File: config.mk
export PLATFORM = sky130hd
export DESIGN_NAME = sha256_msg_schedule_flat
export DESIGN_NICKNAME = d
export VERILOG_FILES = /design/src/rtl/sha256_msg_schedule_if.sv /design/src/rtl/sha256_msg_schedule.sv /design/src/flat_wrapper.sv
export SDC_FILE = /design/constraint.sdc
export NUM_CORES = 1
export LEC_CHECK = 0
export BUFFER_PORTS_ARGS = -buffer_cell sky130_fd_sc_hd__buf_4
export CELL_PAD_IN_SITES_DETAIL_PLACEMENT = 1
export CELL_PAD_IN_SITES_GLOBAL_PLACEMENT = 1
export CORE_UTILIZATION = 51
export CTS_CLUSTER_DIAMETER = 120
export DETAILED_ROUTE_END_ITERATION = 8
export PLACE_DENSITY = 0.95
export REMOVE_ABC_BUFFERS = 1
export SLEW_MARGIN = 25
export SYNTH_ARGS = -nofsm -noshare
export SYNTH_HDL_FRONTEND = slang
export SYNTH_HIERARCHICAL = 1
export SYNTH_SLANG_ARGS = --single-unit
File: constraint.sdc
create_clock -name clk -period 8.4 [get_ports clk]
set_clock_uncertainty 0.2 [all_clocks]
set_input_delay 0.84 -clock clk [delete_from_list [all_inputs] [get_ports clk]]
set_output_delay 0.84 -clock clk [all_outputs]
set_load 0.02 [all_outputs]
File: src/rtl/sha256_msg_schedule_if.sv
// Valid/ready bundle between the message source, the W[t] schedule and the round logic.
// The schedule uses the master view; the source/round-logic side uses slave.
interface sha256_msg_schedule_if;
    logic        in_valid;
    logic        in_ready;
    logic [31:0] in_data;
    logic        w_valid;
    logic        w_ready;
    logic [31:0] w_data;
    logic [5:0]  w_index;
    logic        w_last;

    modport master (
        input  in_valid, in_data, w_ready,
        output in_ready, w_valid, w_data, w_index, w_last
    );

    modport slave (
        output in_valid, in_data, w_ready,
        input  in_ready, w_valid, w_data, w_index, w_last
    );
endinterface

File: src/rtl/sha256_msg_schedule.sv
// SHA-256 message schedule: loads W[0..15], expands W[16..ROUNDS-1], one word per cycle.
// Optional block counter port blk_count is enabled by defining SHA256_SCHED_CNT_EN.
module sha256_s0 (
    input  logic [31:0] x,
    output logic [31:0] y
);
    assign y = {x[6:0], x[31:7]} ^ {x[17:0], x[31:18]} ^ (x >> 3);
endmodule

module sha256_s1 (
    input  logic [31:0] x,
    output logic [31:0] y
);
    assign y = {x[16:0], x[31:17]} ^ {x[18:0], x[31:19]} ^ (x >> 10);
endmodule

module sha256_msg_schedule #(
    parameter int unsigned ROUNDS = 64,
    parameter int unsigned CNT_W  = 16
) (
    input  logic                     clk,
    input  logic                     rst,
    sha256_msg_schedule_if.master    bus
`ifdef SHA256_SCHED_CNT_EN
    ,
    output logic [CNT_W-1:0]         blk_count
`endif
);
    typedef enum logic [0:0] {StLoad, StExpand} state_e;

    localparam logic [5:0] LastIdx = 6'(ROUNDS - 1);

    state_e      state_q, state_d;
    logic [5:0]  t_q, t_d;
    logic [31:0] win_q [16];
    logic [31:0] win_d [16];
    logic        wv_q, wv_d;
    logic [31:0] wd_q, wd_d;
    logic [5:0]  wi_q, wi_d;
    logic        wl_q, wl_d;

    logic        out_free;
    logic        push;
    logic        in_ready;
    logic [31:0] new_word;
    logic [31:0] s0_out, s1_out;

    // win_q[15] is W[t-1], win_q[0] is W[t-16].
    sha256_s0 u_s0 (.x(win_q[1]),  .y(s0_out));
    sha256_s1 u_s1 (.x(win_q[14]), .y(s1_out));

    always_comb begin
        state_d  = state_q;
        t_d      = t_q;
        win_d    = win_q;
        wv_d     = wv_q & ~bus.w_ready;
        wd_d     = wd_q;
        wi_d     = wi_q;
        wl_d     = wl_q;
        in_ready = 1'b0;
        push     = 1'b0;
        new_word = bus.in_data;
        out_free = ~wv_q | bus.w_ready;

        unique case (state_q)
            StLoad: begin
                in_ready = out_free;
                push     = bus.in_valid & out_free;
                if (push && t_q == 6'd15) state_d = StExpand;
            end
            StExpand: begin
                push     = out_free;
                new_word = s1_out + win_q[9] + s0_out + win_q[0];
                if (push && t_q == LastIdx) state_d = StLoad;
            end
            default: state_d = StLoad;
        endcase

        if (push) begin
            wv_d = 1'b1;
            wd_d = new_word;
            wi_d = t_q;
            wl_d = (t_q == LastIdx);
            t_d  = (t_q == LastIdx) ? 6'd0 : t_q + 6'd1;
            for (int i = 0; i < 15; i++) win_d[i] = win_q[i+1];
            win_d[15] = new_word;
        end
    end

    always_ff @(posedge clk) begin
        if (rst) begin
            state_q <= StLoad;
            t_q     <= '0;
            wv_q    <= 1'b0;
            wd_q    <= '0;
            wi_q    <= '0;
            wl_q    <= 1'b0;
            for (int i = 0; i < 16; i++) win_q[i] <= '0;
        end else begin
            state_q <= state_d;
            t_q     <= t_d;
            wv_q    <= wv_d;
            wd_q    <= wd_d;
            wi_q    <= wi_d;
            wl_q    <= wl_d;
            win_q   <= win_d;
        end
    end

    assign bus.in_ready = in_ready;
    assign bus.w_valid  = wv_q;
    assign bus.w_data   = wd_q;
    assign bus.w_index  = wi_q;
    assign bus.w_last   = wl_q;

`ifdef SHA256_SCHED_CNT_EN
    logic [CNT_W-1:0] cnt_q;

    always_ff @(posedge clk) begin
        if (rst) begin
            cnt_q <= '0;
        end else if (wv_q && bus.w_ready && wl_q) begin
            cnt_q <= cnt_q + 1'b1;
        end
    end

    assign blk_count = cnt_q;
`else
    logic [CNT_W-1:0] unused_cnt;
    assign unused_cnt = '0;
`endif
endmodule

File: src/flat_wrapper.sv
// flat-port wrapper written by rule: the top's interface ports become plain ports
module sha256_msg_schedule_flat 
#(
    parameter int unsigned ROUNDS = 64,
    parameter int unsigned CNT_W  = 16
)
  (clk, rst, bus_in_valid, bus_in_data, bus_w_ready, bus_in_ready, bus_w_valid, bus_w_data, bus_w_index, bus_w_last);
  sha256_msg_schedule_if bus_i ();
  input  logic clk;
  input  logic rst;
  input wire logic [$bits(bus_i.in_valid)-1:0] bus_in_valid;
  input wire logic [$bits(bus_i.in_data)-1:0] bus_in_data;
  input wire logic [$bits(bus_i.w_ready)-1:0] bus_w_ready;
  output wire logic [$bits(bus_i.in_ready)-1:0] bus_in_ready;
  output wire logic [$bits(bus_i.w_valid)-1:0] bus_w_valid;
  output wire logic [$bits(bus_i.w_data)-1:0] bus_w_data;
  output wire logic [$bits(bus_i.w_index)-1:0] bus_w_index;
  output wire logic [$bits(bus_i.w_last)-1:0] bus_w_last;
  assign bus_i.in_valid = bus_in_valid;
  assign bus_i.in_data = bus_in_data;
  assign bus_i.w_ready = bus_w_ready;
  assign bus_in_ready = bus_i.in_ready;
  assign bus_w_valid = bus_i.w_valid;
  assign bus_w_data = bus_i.w_data;
  assign bus_w_index = bus_i.w_index;
  assign bus_w_last = bus_i.w_last;
  sha256_msg_schedule #(.ROUNDS(ROUNDS), .CNT_W(CNT_W)) u_core (.clk(clk), .rst(rst), .bus(bus_i));
endmodule
; Word level (Yosys, flattened, before mapping)
; Index checks and enable logic that the tools add are counted.
[word_totals]
reg_bits = 527
output_inout_bits = 41
word_cells = 47
[op_classes]
add_sub_neg = 4
n_eq_ne = 2
muxes = 8
n_bitwise = 10
reduce_logical = 2
[op_table]
columns = op, n
row1 = $add 32x32->32, 3
row2 = $xor 32x32->32, 2
row3 = $mux 32, 1
row4 = $xor 32x22->32, 1
row5 = $xor 32x29->32, 1
row6 = $add 6x1->6 const B, 1
row7 = $eq 6x4->1 const B, 1
row8 = $eq 6x6->1 const B, 1
row9 = $mux 6, 1
row10 = $mux 1, 4
row11 = $pmux 1 s2, 2
row12 = $not 1->1, 3
row13 = $and 1x1->1, 2
row14 = $logic_and 1x1->1, 2
row15 = $or 1x1->1, 1

; Depth between registers and ports, before layout
; Gate-level depths: netlist (run 1).
[logic_depth]
ltp_word = 6
depth_mapped = 16
depth_no_buf = 16

; Hierarchy
; Netlist (run 1), hierarchy kept.
[by_module_without_submodules]
columns = module, n_inst, cells_per_inst, area_per_inst_um2, seq_area_each_um2
row1 = sha256_msg_schedule, 1, 2857, 22242.6, 10550.1
row2 = sha256_s0, 1, 32, 730.7, 0.0
row3 = sha256_s1, 1, 32, 610.6, 0.0

; Worst setup path before layout (run 1)
; OpenSTA, ideal clock, no wires.
[synth_path]
path_type = register to register
startpoint = register u_core/win_q[459] (netlist name)
endpoint = register u_core.wd_q[20] (netlist: u_core/bus.w_data[20])
arrival_time_ns = 3.817
t_required_ns = 8.121
setup_slack_ns = 4.303
path_stages_with_launch = 15
path_buffers = 0
period_less_slack_ns = 4.097
path_cell_list = dfxtp_1 -> xor3_4 -> inv_1 -> fa_1 -> fa_1 -> inv_1 -> ha_1 -> a21oi_2 -> nor2b_1 -> a311o_2 -> a31o_4 -> a31oi_4 -> o31a_4 -> mux2_4 -> a211oi_2
[synth_between]
elab_chain_len = 5
[synth_rtl]
columns = item, line_no
row1 = from (decl), sha256_msg_schedule.sv:35  ; logic [31:0] win_q [16];
row2 = from (signal assigned), sha256_msg_schedule.sv:106  ; win_q <= win_d;
row3 = $xor 32x32->32, sha256_msg_schedule.sv:7  ; assign y = {x[6:0], x[31:7]} ^ {x[17:0], x[31:18]} ^ (x >> 3);
row4 = $xor 32x29->32, sha256_msg_schedule.sv:7
row5 = named net u_core.s0_out[4], sha256_msg_schedule.sv:46  ; logic [31:0] s0_out, s1_out;
row6 = $add 32x32->32 (2 in series), sha256_msg_schedule.sv:73  ; new_word = s1_out + win_q[9] + s0_out + win_q[0];
row7 = $mux 32, sha256_msg_schedule.sv:65  ; unique case (state_q)
row8 = to (signal assigned), sha256_msg_schedule.sv:103  ; wd_q <= wd_d;
row9 = to (decl), sha256_msg_schedule.sv:38  ; logic [31:0] wd_q, wd_d;
; The timed path passes the listed nets, and every way through them passes these cells.
; A chain may end at the register's enable or synchronous reset.

; Worst setup path in the final report (run 1)
[layout_path]
startpoint = register u_core/win_q[456] (netlist name)
endpoint = register u_core.wd_q[11] (netlist: u_core/bus.w_data[11])
; The elaborated chain is that of the path after synthesis.

==> summary.txt, run 1 <==
Clock network
  – Skew-Pair Late Insertion Delay: about 600 ps
  – Worst-case clock buffer depth: 3
  – Setup Buffers After CTS: 0
  – Number of sinks driven by the clock tree: 527
  – Number of CTS-inserted buffers: 55
  – Number of buffers inserted by hold repair at cts: 0
  – Clock tree from TritonCTS: done
  – Clock slew seen by the registers of the worst setup and hold paths: approximately 60 ps
  – Number of H-tree levels: 2
  – Post-CTS resize count: 0
  – CTS Root Cell: clkbuf_16

Route
  – Count of nets left with antenna violations after detail routing: 0
  – Routed length per placed instance: about 19 um
  – Drt total wl: 67600 um
  – Number of design-rule violations left by the first detailed-router iteration: ~1400
  – Count of vias placed by the detailed router: just under 20000
  – Vias per cell: around 5.6
  – Router iterations before antenna repair: 5
  – Number of remaining DRC errors: 0

Floorplanning
  – Die W: roughly 220 um
  – Total Die Area: 0.0471 mm^2
  – Area inside the core boundary: approximately 0.045 mm^2
  – Cell row count: 78
  – Effective utilization at floorplan: between 50% and 60%
  – I/O pin count: 77
  – Die outline height: 217 um

Placement
  – Total placed cells including tap cells: 3384
  – Number of input and output port buffers inserted: 76
  – GP Congestion: ~0.94
  – Post-Place Setup Slack: between 3000 and 4000 ps
  – Sum of net half-perimeters after detailed placement: 43700 um

Pwr
  – PwrDens: around 220 mW/mm^2
  – Peak supply drop: around 0.16 mV
  – Pleak: 9.22 nW

Global routing
  – GRT Overall Usage: roughly 29%
  – First-pass GRT wire length: 106000 um
  – Final global-route overflow total: 0
  – Vias in the first global route: ~20000
  – Maximum number of pins on one net before global-route repair: 253
  – Initial antenna violation count: 0

Critical path
  – Data arrival, critical path: 5090 ps
  – Critical Setup Path Class: flip-flop to flip-flop
  – Critical path data required time: 8700 ps
  – Capturing instance or port of the critical path: u_core/bus.w_data[11]
  – Origin of the worst setup path: u_core/win_q[456]
  – Capturing point of the worst reg2reg path: u_core/bus.w_data[11]
  – Worst R2R Path Depth: 16
  – Critical Path Sink Type: flip-flop
  – Startpoint class of the critical path: flip-flop
  – Worst flop-to-flop path startpoint: u_core/win_q[456]
  – Critical path peak fanout: 5
  – Setup slack on the worst flop-to-flop path: between 3000 and 4000 ps

Logic synthesis
  – Area share of the leading cell type in the synthesized netlist: between 40% and 50%
  – Post-Synthesis Mean Instance Area: ~8.1 um^2
  – Primary FF master, synth: dfxtp_1
  – Number of synthesized flops with an enable pin: 0
  – #FFs+latches synth: 527
  – Seq/Total Area, Yosys: 44.7%
  – Gate Count Post-Synth: slightly below 3000
  – Synth area leader: dfxtp_1
  – Library cells used by synthesis: 60
  – Count of warnings emitted by yosys: 6
  – Proportion of synthesized flip-flops having asynchronous set or reset: 0%
  – Post-synth design cell area: roughly 0.024 mm^2
  – Dominant cells by area after synthesis: dfxtp_1 45%, nand2_1 16%, a21oi_1 11%

STA
  – Normalized max-slew margin: between 20 and 30%
  – Least setup slack across all paths after layout: 3610 ps
  – Final-report setup violation count: 0
  – Portion of the clock cycle consumed by the worst path in the final layout: roughly 57%
  – Hold violation total from the final report: 0
  – Final TNS setup: 0 ps
  – Setup repair after global routing missed its margin: no
  – Worst slew pin tran: ~1100 ps
  – Clock period minus final worst setup slack: 4790 ps
  – FMAX: between 0.2 and 0.25 GHz
  – Pins Over Slew Limit: 0

Finish
  – Final std cells w/o fill: 3485
  – Final-layout fill cell count: 5464
  – Antenna diodes: 0
  – Ratio of cells with drive above 1 in the final layout: under 10%
  – Nets@finish: around 3000
  – Area overhead of the layout relative to synthesis: 10.1%
  – Post-layout util: a little under three fifths

Outcome
  – Result of the run: complete, no violations

Flow run
  – Max-capacitance violation count: 0

Min path
  – Worst min-delay path category: flip-flop to flip-flop
[area by class of cell]
type	count	area, um^2	share of cell area [%]
multi-input cells	1985	11300	43.6
flip-flops and latches	527	10600	40.6
clock buffers	82	1670	6.43
repair buffers	88	774	2.98
well taps	600	751	2.89
inverters	186	698	2.69
clock inverters	17	201	0.776
[cell usage in the layout, fill, tap and decap left out, types with 4 or more instances in the layout]
cell type     n
nor2_1       68
nand3_1       8
buf_12        5
a211oi_1     25
or3_1         6
nand2b_1      7
xor3_1       47
a21oi_1     535
fa_1         62
ha_1         32
xor3_4        4
clkbuf_16    57
nand2_1    1008
o21ai_0      19
a21o_1       11
dfxtp_1     526
o211ai_1      8
o21bai_1      5
o21a_1        5
mux2i_1      17
nand4_1       9
xnor2_1      19
clkbuf_8     15
inv_1       185
nor3_1       14
clkbuf_1     10
xor2_1       19
clkinv_2      8
and3_1        9
nor2b_1       5
buf_4        79
bufinv_16     4
[sequential cells by signal, summed over array words and instances, names as in the netlist]
| signal | cells |
|---|---|
| u_core/t_q | 6 |
| u_core/bus.w_data | 32 |
| u_core/bus.w_valid | 1 |
| u_core/bus.w_index | 6 |
| u_core/bus.w_last | 1 |
| u_core/win_q | 480 |
| u_core/state_q | 1 |
[routing by layer]
metal	track usage (%)	vias up	routed length (um)
met5	0	-	0
met4	10.8	0	2280
met3	3.96	131	2850
met2	50.4	378	34400
met1	35.1	9661	28100
li1	-	9176	-
[how the worst min path moves through the flow]
stage                                 start           endpoint  slack [ps]  cells after the start
final                     u_core/win_q[333]  u_core/win_q[365]         250                      2
after global routing      u_core/win_q[333]  u_core/win_q[365]         270                      2
after CTS                 u_core/win_q[333]  u_core/win_q[365]         260                      2
after detailed placement   u_core/win_q[99]  u_core/win_q[131]         250                      2
after global placement    u_core/win_q[191]  u_core/win_q[223]         240                      2
after floorplan            u_core/win_q[68]  u_core/win_q[100]         230                      2
[critical path, cell delays in order (launching register included)]
cell      delay (ps)
dfxtp_1          480
xor3_1           490
inv_1             80
fa_1             430
fa_1             460
inv_1             70
ha_1             160
inv_1             60
fa_1             400
nand2b_1         200
a21oi_1          320
nor2_1           120
o21a_1           220
o21ai_1          150
xor2_1           420
mux2i_1          150
a211oi_1         280
[power by group]
part	total, W	internal (W)	switching, W
sequential	0.00259	0.00254	0.0000536
combinational	0.000557	0.000165	0.000392
clock	0.00251	0.00149	0.00102
total	0.00566	0.00419	0.00146
[logic make-up (layout without fill, tap and decap cells)]
kind of cell             count (synthesis)  after routing  synth area share (%)
AO/OA/AOI/OAI                          638            638                  14.7
XOR/XNOR                                89             89                  6.62
adder cells (fa/ha/maj)                 94             94                  6.96
buffers and inverters                  409            373                  7.30
flip-flops                             527            527                  44.7
multiplexers                            18             18                 0.785
AND/OR/NAND/NOR                       1146           1146                  18.9
[per-stage QoR]
stage | hold WS [ps] | cell area [um^2] | power (W)
finish | 252 | 26000 | 0.00566
global route | 266 | 26000 | 0.00585
CTS | 255 | 25900 | 0.00569
detailed placement | 245 | 24000 | 0.00319
global placement | 236 | 24000 | 0.00317
floorplan | 226 | 22600 | 0.00297
[cells in the mapped netlist (6+ instances only)]
master	count
nand2b_1	7
fa_1	62
nand2_1	1008
mux2i_1	17
nand4_1	9
inv_1	185
ha_1	32
buf_4	32
nand3_1	8
a21o_1	11
a21oi_1	535
buf_2	50
a211oi_1	25
o21ai_0	19
xor2_1	19
and3_1	9
nor3_1	14
clkbuf_1	136
dfxtp_1	527
xnor2_1	19
o211ai_1	8
nor2_1	69
xor3_1	47
or3_1	6
Note: power is estimated with default switching activity, not from simulation.
==> inputs of run 2 (changes only) <==
--- a/config.mk
+++ b/config.mk
@@ -8,10 +8,10 @@
 export BUFFER_PORTS_ARGS = -buffer_cell sky130_fd_sc_hd__buf_4
 export CELL_PAD_IN_SITES_DETAIL_PLACEMENT = 1
 export CELL_PAD_IN_SITES_GLOBAL_PLACEMENT = 1
-export CORE_UTILIZATION = 51
+export CORE_UTILIZATION = 47
 export CTS_CLUSTER_DIAMETER = 120
 export DETAILED_ROUTE_END_ITERATION = 8
-export PLACE_DENSITY = 0.95
+export PLACE_DENSITY = 0.9
 export REMOVE_ABC_BUFFERS = 1
 export SLEW_MARGIN = 25
 export SYNTH_ARGS = -nofsm -noshare
==> constraint.sdc (replaced) <==
create_clock -name clk -period 4.9 [get_ports clk]
set_clock_uncertainty 0.2 [all_clocks]
set_input_delay 0.49 -clock clk [delete_from_list [all_inputs] [get_ports clk]]
set_output_delay 0.49 -clock clk [all_outputs]
set_load 0.02 [all_outputs]
==> summary.txt, run 2 (same netlist as run 1, synthesis figures left out) <==
Outcome
  – Result of the run: complete, no violations

Placement
  – GP Congestion: 0.915 (-2.6%)
  – Sum of net half-perimeters after detailed placement: 45500 um (+4.1%)
  – Number of input and output port buffers inserted: 76 (unchanged)

Route
  – Number of remaining DRC errors: 0 (unchanged)
  – Drt total wl: 68200 um (+0.89%)
  – Vias per cell: 5.41 (-2.5%)
  – Count of nets left with antenna violations after detail routing: 0 (unchanged)
  – Count of vias placed by the detailed router: 19273 (-0.38%)
  – Routed length per placed instance: 19.2 um (-1.3%)
  – Router iterations before antenna repair: 6 (+1)
  – Number of design-rule violations left by the first detailed-router iteration: 1398 (-1.8%)

Finish
  – Leading cell type in the layout, fill and taps excluded: nand2_1
  – Nets@finish: 2991 (+0.61%)
  – Highest-count cells in the layout ignoring fill and taps: 1008 x nand2_1, 535 x a21oi_1, 526 x dfxtp_1
  – Antenna diodes: 0 (unchanged)
  – Multi-input gate area: 0.0113 mm^2 (about the same)
  – Final-layout fill cell count: 5962 (+9.1%)
  – Flip-flop count of the largest register, all copies and words added: 480 (unchanged)
  – Ratio of cells with drive above 1 in the final layout: 7.21% (+0.39 points)
  – Post-layout util: 53.0% (-4.1 points)
  – Area overhead of the layout relative to synthesis: 10.8%
  – Area taken by flip-flops and latches: 0.0106 mm^2 (unchanged)
  – Register ranked first by flip-flop count: u_core/win_q

Floorplanning
  – Die outline height: 226 um (+4.1%)
  – Total Die Area: 0.0511 mm^2 (+8.4%)
  – Cell row count: 81 (+3.8%)
  – Effective utilization at floorplan: 47.9% (-4.0 points)
  – Area inside the core boundary: 0.0493 mm^2 (+8.3%)
  – Die W: 226 um (+4.1%)
  – I/O pin count: 77 (unchanged)

Clock network
  – Worst-case clock buffer depth: 3 (unchanged)
  – Number of H-tree levels: 2 (unchanged)
  – Setup Buffers After CTS: 0 (unchanged)
  – CTS Root Cell: clkbuf_16
  – Clock tree from TritonCTS: done
  – Number of CTS-inserted buffers: 55 (unchanged)
  – Skew-Pair Late Insertion Delay: 600 ps (about the same)
  – Number of sinks driven by the clock tree: 527 (unchanged)
  – Clock slew seen by the registers of the worst setup and hold paths: 60 ps (about the same)

Critical path
  – Startpoint class of the critical path: flip-flop
  – Stage delay of the slowest cell on the critical path: 580 ps (+90 ps)
  – Critical path data required time: 5190 ps (-3510 ps)
  – Bufs and invs on worst path: 2 (-1)
  – Crit-path cells: xor3_1 -> inv_1 -> fa_1 -> fa_1 -> inv_1 -> ha_1 -> a21oi_1 -> nor2b_1 -> a311o_2 -> a31oi_1 -> o21ai_1 -> o21a_1 -> mux2i_1 -> o41ai_2
  – Critical Path Slowest Stage Cell: fa_1
  – Critical path peak fanout: 5 (unchanged)
  – Critical Setup Path Class: flip-flop to flip-flop
  – Critical Path Sink Type: flip-flop
  – Kind of cell with the highest combined delay on the critical path: compound AO/OA/AOI/OAI gates
  – Data arrival, critical path: 4980 ps (-110 ps)

Flow run
  – Max-capacitance violation count: 0 (unchanged)

Pwr
  – PwrDens: 370 mW/mm^2 (+70%)
  – Peak supply drop: 0.286 mV (+84%)
  – Pleak: 9.28 nW (+0.65%)

STA
  – Pins Over Slew Limit: 0 (unchanged)
  – Final-report setup violation count: 0 (unchanged)
  – Hold violation total from the final report: 0 (unchanged)
  – FMAX: 0.214 GHz (+2.3%)
  – Clock period minus final worst setup slack: 4680 ps (-108 ps)
  – Setup repair after global routing missed its margin: no
  – Normalized max-slew margin: 20.9% (-8.8 points)
  – Worst hold slack: 54.9 ps (-197 ps)
  – Portion of the clock cycle consumed by the worst path in the final layout: 95.5% (+39 points)
  – Worst slew pin tran: 1190 ps (+132 ps)

Global routing
  – Initial antenna violation count: 0 (unchanged)
  – First-pass GRT wire length: 107000 um (+0.63%)
  – Final global-route overflow total: 0 (unchanged)
  – Vias in the first global route: 19873 (-0.54%)
  – GRT Overall Usage: 26.7% (-1.8 points)
  – Maximum number of pins on one net before global-route repair: 225 (-11%)

Min path
  – Worst min-delay path category: input pin to flip-flop
## run 2: cell count changes in the layout (fill, tap and decap cells not counted), sizes merged
cell,before,now
dlygate4sd3,0,1
buf,88,105
clkinv,10,6
inv,187,188
clkbuf,82,78
bufinv,4,5
## run 2: tightest hold or removal path: stages
cell	delay, ps
buf_4	110
mux2i_1	120
a211oi_1	80
## run 2: through the flow
step / setup WS, ps / cell area [um^2] / cells / total power [W] / setup TNS (ps)
finish: 218 / 26100 / 3561 / 0.00967 / 0
detailed placement: 302 / 24300 / 3467 / 0.00550 / 0
floorplan: -15930 / 22600 / 2698 / 0.00509 / -6891210
global route: 34.2 / 26100 / 3561 / 0.0100 / 0
CTS: 165 / 26100 / 3561 / 0.00975 / 0
global placement: 376 / 24300 / 3467 / 0.00548 / 0
## run 2: worst paths after layout
path	start	end	slack, ps	depth (start not counted)
setup / recovery	u_core/win_q[453]	u_core/bus.w_data[22]	220	14
hold / removal	bus_in_data[6]	u_core/bus.w_data[6]	50	3
setup reg to reg	u_core/win_q[453]	u_core/bus.w_data[22]	220	14
hold reg to reg	u_core/win_q[398]	u_core/win_q[430]	250	2
## run 2: repair_timing
action                     4_1_cts  5_1_grt
hold endpoints to repair         1        0
resized for setup                0        1
hold buffers                     1        0
setup endpoints to repair        0        1
## run 2: power by group
group | internal, W | switching (W) | leakage [nW] | total, W
clock network | 0.00251 | 0.00174 | 0.887 | 0.00424
logic | 0.000291 | 0.000689 | 4.14 | 0.000980
registers | 0.00435 | 0.0000936 | 4.26 | 0.00444
total | 0.00715 | 0.00252 | 9.28 | 0.00967
## run 2: layer usage
| metal | GRT usage, % | routed length, um | vias to the layer above |
|---|---|---|---|
| li1 | - | - | 9207 |
| met1 | 33.5 | 29400 | 9657 |
| met5 | 0 | 0 | - |
| met3 | 3.27 | 2540 | 90 |
| met4 | 8.08 | 1610 | 0 |
| met2 | 47.7 | 34700 | 319 |
## run 2: final cells by class
type	instances	share of cell area, %
Inverter	186	2.67
Multi-Input combinational cell	1985	43.4
Timing Repair Buffer	106	3.47
Sequential cell	527	40.4
Clock buffer	78	6.10
Clock inverter	15	0.843
Tap cell	664	3.18
==> inputs of run 3 (changes only) <==
--- a/config.mk
+++ b/config.mk
@@ -12,7 +12,9 @@
 export CTS_CLUSTER_DIAMETER = 120
 export DETAILED_ROUTE_END_ITERATION = 8
 export PLACE_DENSITY = 0.9
+export RECOVER_POWER = 25
 export REMOVE_ABC_BUFFERS = 1
+export SKIP_CTS_REPAIR_TIMING = 1
 export SLEW_MARGIN = 25
 export SYNTH_ARGS = -nofsm -noshare
 export SYNTH_HDL_FRONTEND = slang
==> summary.txt, run 3 (same netlist as run 1, synthesis figures left out) <==
Floorplanning
  – Area inside the core boundary: 0.0493 mm^2 (unchanged)
  – Effective utilization at floorplan: 47.9% (unchanged)
  – Die outline height: 226 um (unchanged)
  – I/O pin count: 77 (unchanged)
  – Die W: 226 um (unchanged)
  – Cell row count: 81 (unchanged)
  – Total Die Area: 0.0511 mm^2 (unchanged)

Pwr
  – Pleak: 9.11 nW (-1.8%)
  – Peak supply drop: 0.291 mV (+2.0%)
  – Post-layout power: 0.00965 W (-0.15%)
  – PwrDens: 372 mW/mm^2 (+0.47%)

Finish
  – Final std cells w/o fill: 3561 (unchanged)
  – Leading cell type in the layout, fill and taps excluded: nand2_1
  – Flip-flop count of the largest register, all copies and words added: 480 (unchanged)
  – Nets@finish: 2991 (unchanged)
  – Ratio of cells with drive above 1 in the final layout: 5.73% (-1.5 points)
  – Register ranked first by flip-flop count: u_core/win_q
  – Area overhead of the layout relative to synthesis: 10.1%
  – Highest-count cells in the layout ignoring fill and taps: 1008 x nand2_1, 535 x a21oi_1, 527 x dfxtp_1
  – Antenna diodes: 0 (unchanged)

Critical path
  – Worst flop-to-flop path startpoint: u_core/win_q[453]
  – Worst R2R Path Depth: 14 (unchanged)
  – Setup slack on the worst flop-to-flop path: 190 ps (-30 ps)
  – Origin of the worst setup path: u_core/win_q[453]
  – Critical path peak fanout: 5 (unchanged)
  – Capturing instance or port of the critical path: u_core/bus.w_data[22]
  – Critical Path Sink Type: flip-flop
  – Startpoint class of the critical path: flip-flop
  – Critical path data required time: 5200 ps (about the same)
  – Capturing point of the worst reg2reg path: u_core/bus.w_data[22]
  – Data arrival, critical path: 5010 ps (+30 ps)
  – Critical Setup Path Class: flip-flop to flip-flop

Outcome
  – Result of the run: finished with violations
  – Failing checks: capacitance limit, slew limit

Clock network
  – Number of CTS-inserted buffers: 55 (unchanged)
  – Number of H-tree levels: 2 (unchanged)
  – Clock slew seen by the registers of the worst setup and hold paths: 60 ps (about the same)
  – Skew-Pair Late Insertion Delay: 610 ps (about the same)
  – Worst-case clock buffer depth: 3 (unchanged)
  – CTS Root Cell: clkbuf_16
  – Number of sinks driven by the clock tree: 527 (unchanged)
  – Clock tree from TritonCTS: done

Global routing
  – Met1 GRT Util: 33.5% (about the same)
  – Final global-route overflow total: 0 (unchanged)
  – Global routing met3 resource utilization: 3.27% (unchanged)
  – Highest-utilization routing layer at the global route stage: met2
  – Routing usage on met2: 47.7% (about the same)
  – Maximum number of pins on one net before global-route repair: 225 (unchanged)
  – First-pass GRT wire length: 107000 um (about the same)
  – Vias in the first global route: 19870 (-0.015%)
  – GRT Overall Usage: 26.7% (about the same)
  – Initial antenna violation count: 0 (unchanged)

Route
  – Number of remaining DRC errors: 0 (unchanged)
  – Vias per cell: 5.41 (about the same)
  – Routed length per placed instance: 19.2 um (+0.31%)
  – Number of design-rule violations left by the first detailed-router iteration: 1382 (-1.1%)
  – Count of vias placed by the detailed router: 19259 (-0.073%)
  – Router iterations before antenna repair: 4 (-2)
  – Drt total wl: 68500 um (+0.31%)
  – Count of nets left with antenna violations after detail routing: 0 (unchanged)

Min path
  – Worst min-delay path category: input pin to flip-flop
  – Worst hold path cell count: 3 (unchanged)

Placement
  – GP Congestion: 0.915 (unchanged)
  – Total placed cells including tap cells: 3467 (unchanged)
  – Number of input and output port buffers inserted: 76 (unchanged)
  – Sum of net half-perimeters after detailed placement: 45500 um (unchanged)

STA
  – Final-report setup violation count: 0 (unchanged)
  – Normalized max-slew margin: -16.7% (-38 points)
  – Portion of the clock cycle consumed by the worst path in the final layout: 96.1% (+0.58 points)
  – Setup repair after global routing missed its margin: no
  – Pins Over Slew Limit: 23 (+23)
  – Clock period minus final worst setup slack: 4710 ps (+28.3 ps)
  – FMAX: 0.212 GHz (-0.60%)
  – Worst slew pin tran: 1740 ps (+556 ps)
  – Hold violation total from the final report: 0 (unchanged)

Flow run
  – Max-capacitance violation count: 1 (+1)
[run 3: changes by cell type in the layout (fill, tap and decap cells not counted), sizes merged]
| cell | before | now |
|---|---|---|
| clkbuf | 78 | 119 |
| buf | 105 | 64 |
[run 3: layer usage]
layer | vias to the layer above | wire (um)
met1 | 9657 | 29700
met2 | 306 | 34700
met4 | 0 | 1670
li1 | 9199 | -
met3 | 97 | 2350
met5 | - | 0
[run 3: metrics by stage]
stage	setup TNS, ps	area (um^2)	hold slack, ps	utilization, %	setup WS, ps
floorplan	-6891210	22600	226	-	-15930
CTS	0	26100	-93.8	53.0	165
global route	0	26000	66.1	52.7	30.9
detailed placement	0	24300	245	49.3	302
global placement	0	24300	235	49.3	376
finish	0	26000	58.0	52.7	190
[run 3: worst min path at each step]
stage / from / end / slack, ps
floorplan: u_core/win_q[68] / u_core/win_q[100] / 230
global placement: u_core/win_q[268] / u_core/win_q[300] / 240
detailed placement: u_core/win_q[384] / u_core/win_q[416] / 250
CTS: bus_in_valid / u_core/bus.w_valid / -90
global route: bus_in_data[8] / u_core/bus.w_data[8] / 70
finish: bus_in_data[6] / u_core/bus.w_data[6] / 60
[run 3: critical path, stage by stage (launching register included)]
cell and delay, ps:
dfxtp_1 440, xor3_1 490, inv_1 100, fa_1 440, fa_1 580, inv_1 60, ha_1 290, a21oi_1 150
nor2b_1 80, a311o_2 470, a31oi_1 290, o21ai_1 300, o21a_1 280, mux2i_1 140, o41ai_2 310
[run 3: power by group]
| part | internal (W) | total (W) | leakage (nW) | switching, W |
|---|---|---|---|---|
| combinational | 0.000267 | 0.000958 | 3.97 | 0.000691 |
| clock | 0.00251 | 0.00425 | 0.887 | 0.00174 |
| sequential | 0.00435 | 0.00444 | 4.26 | 0.0000926 |
[run 3: area by class of cell]
cell class,count,area (um^2)
Timing Repair Buffer,106,753
Clock buffer,78,1590
Fill cell,5986,23300
Sequential cell,527,10600
Multi-Input combinational cell,1985,11300
Inverter,186,698
Clock inverter,15,220
Tap cell,664,831
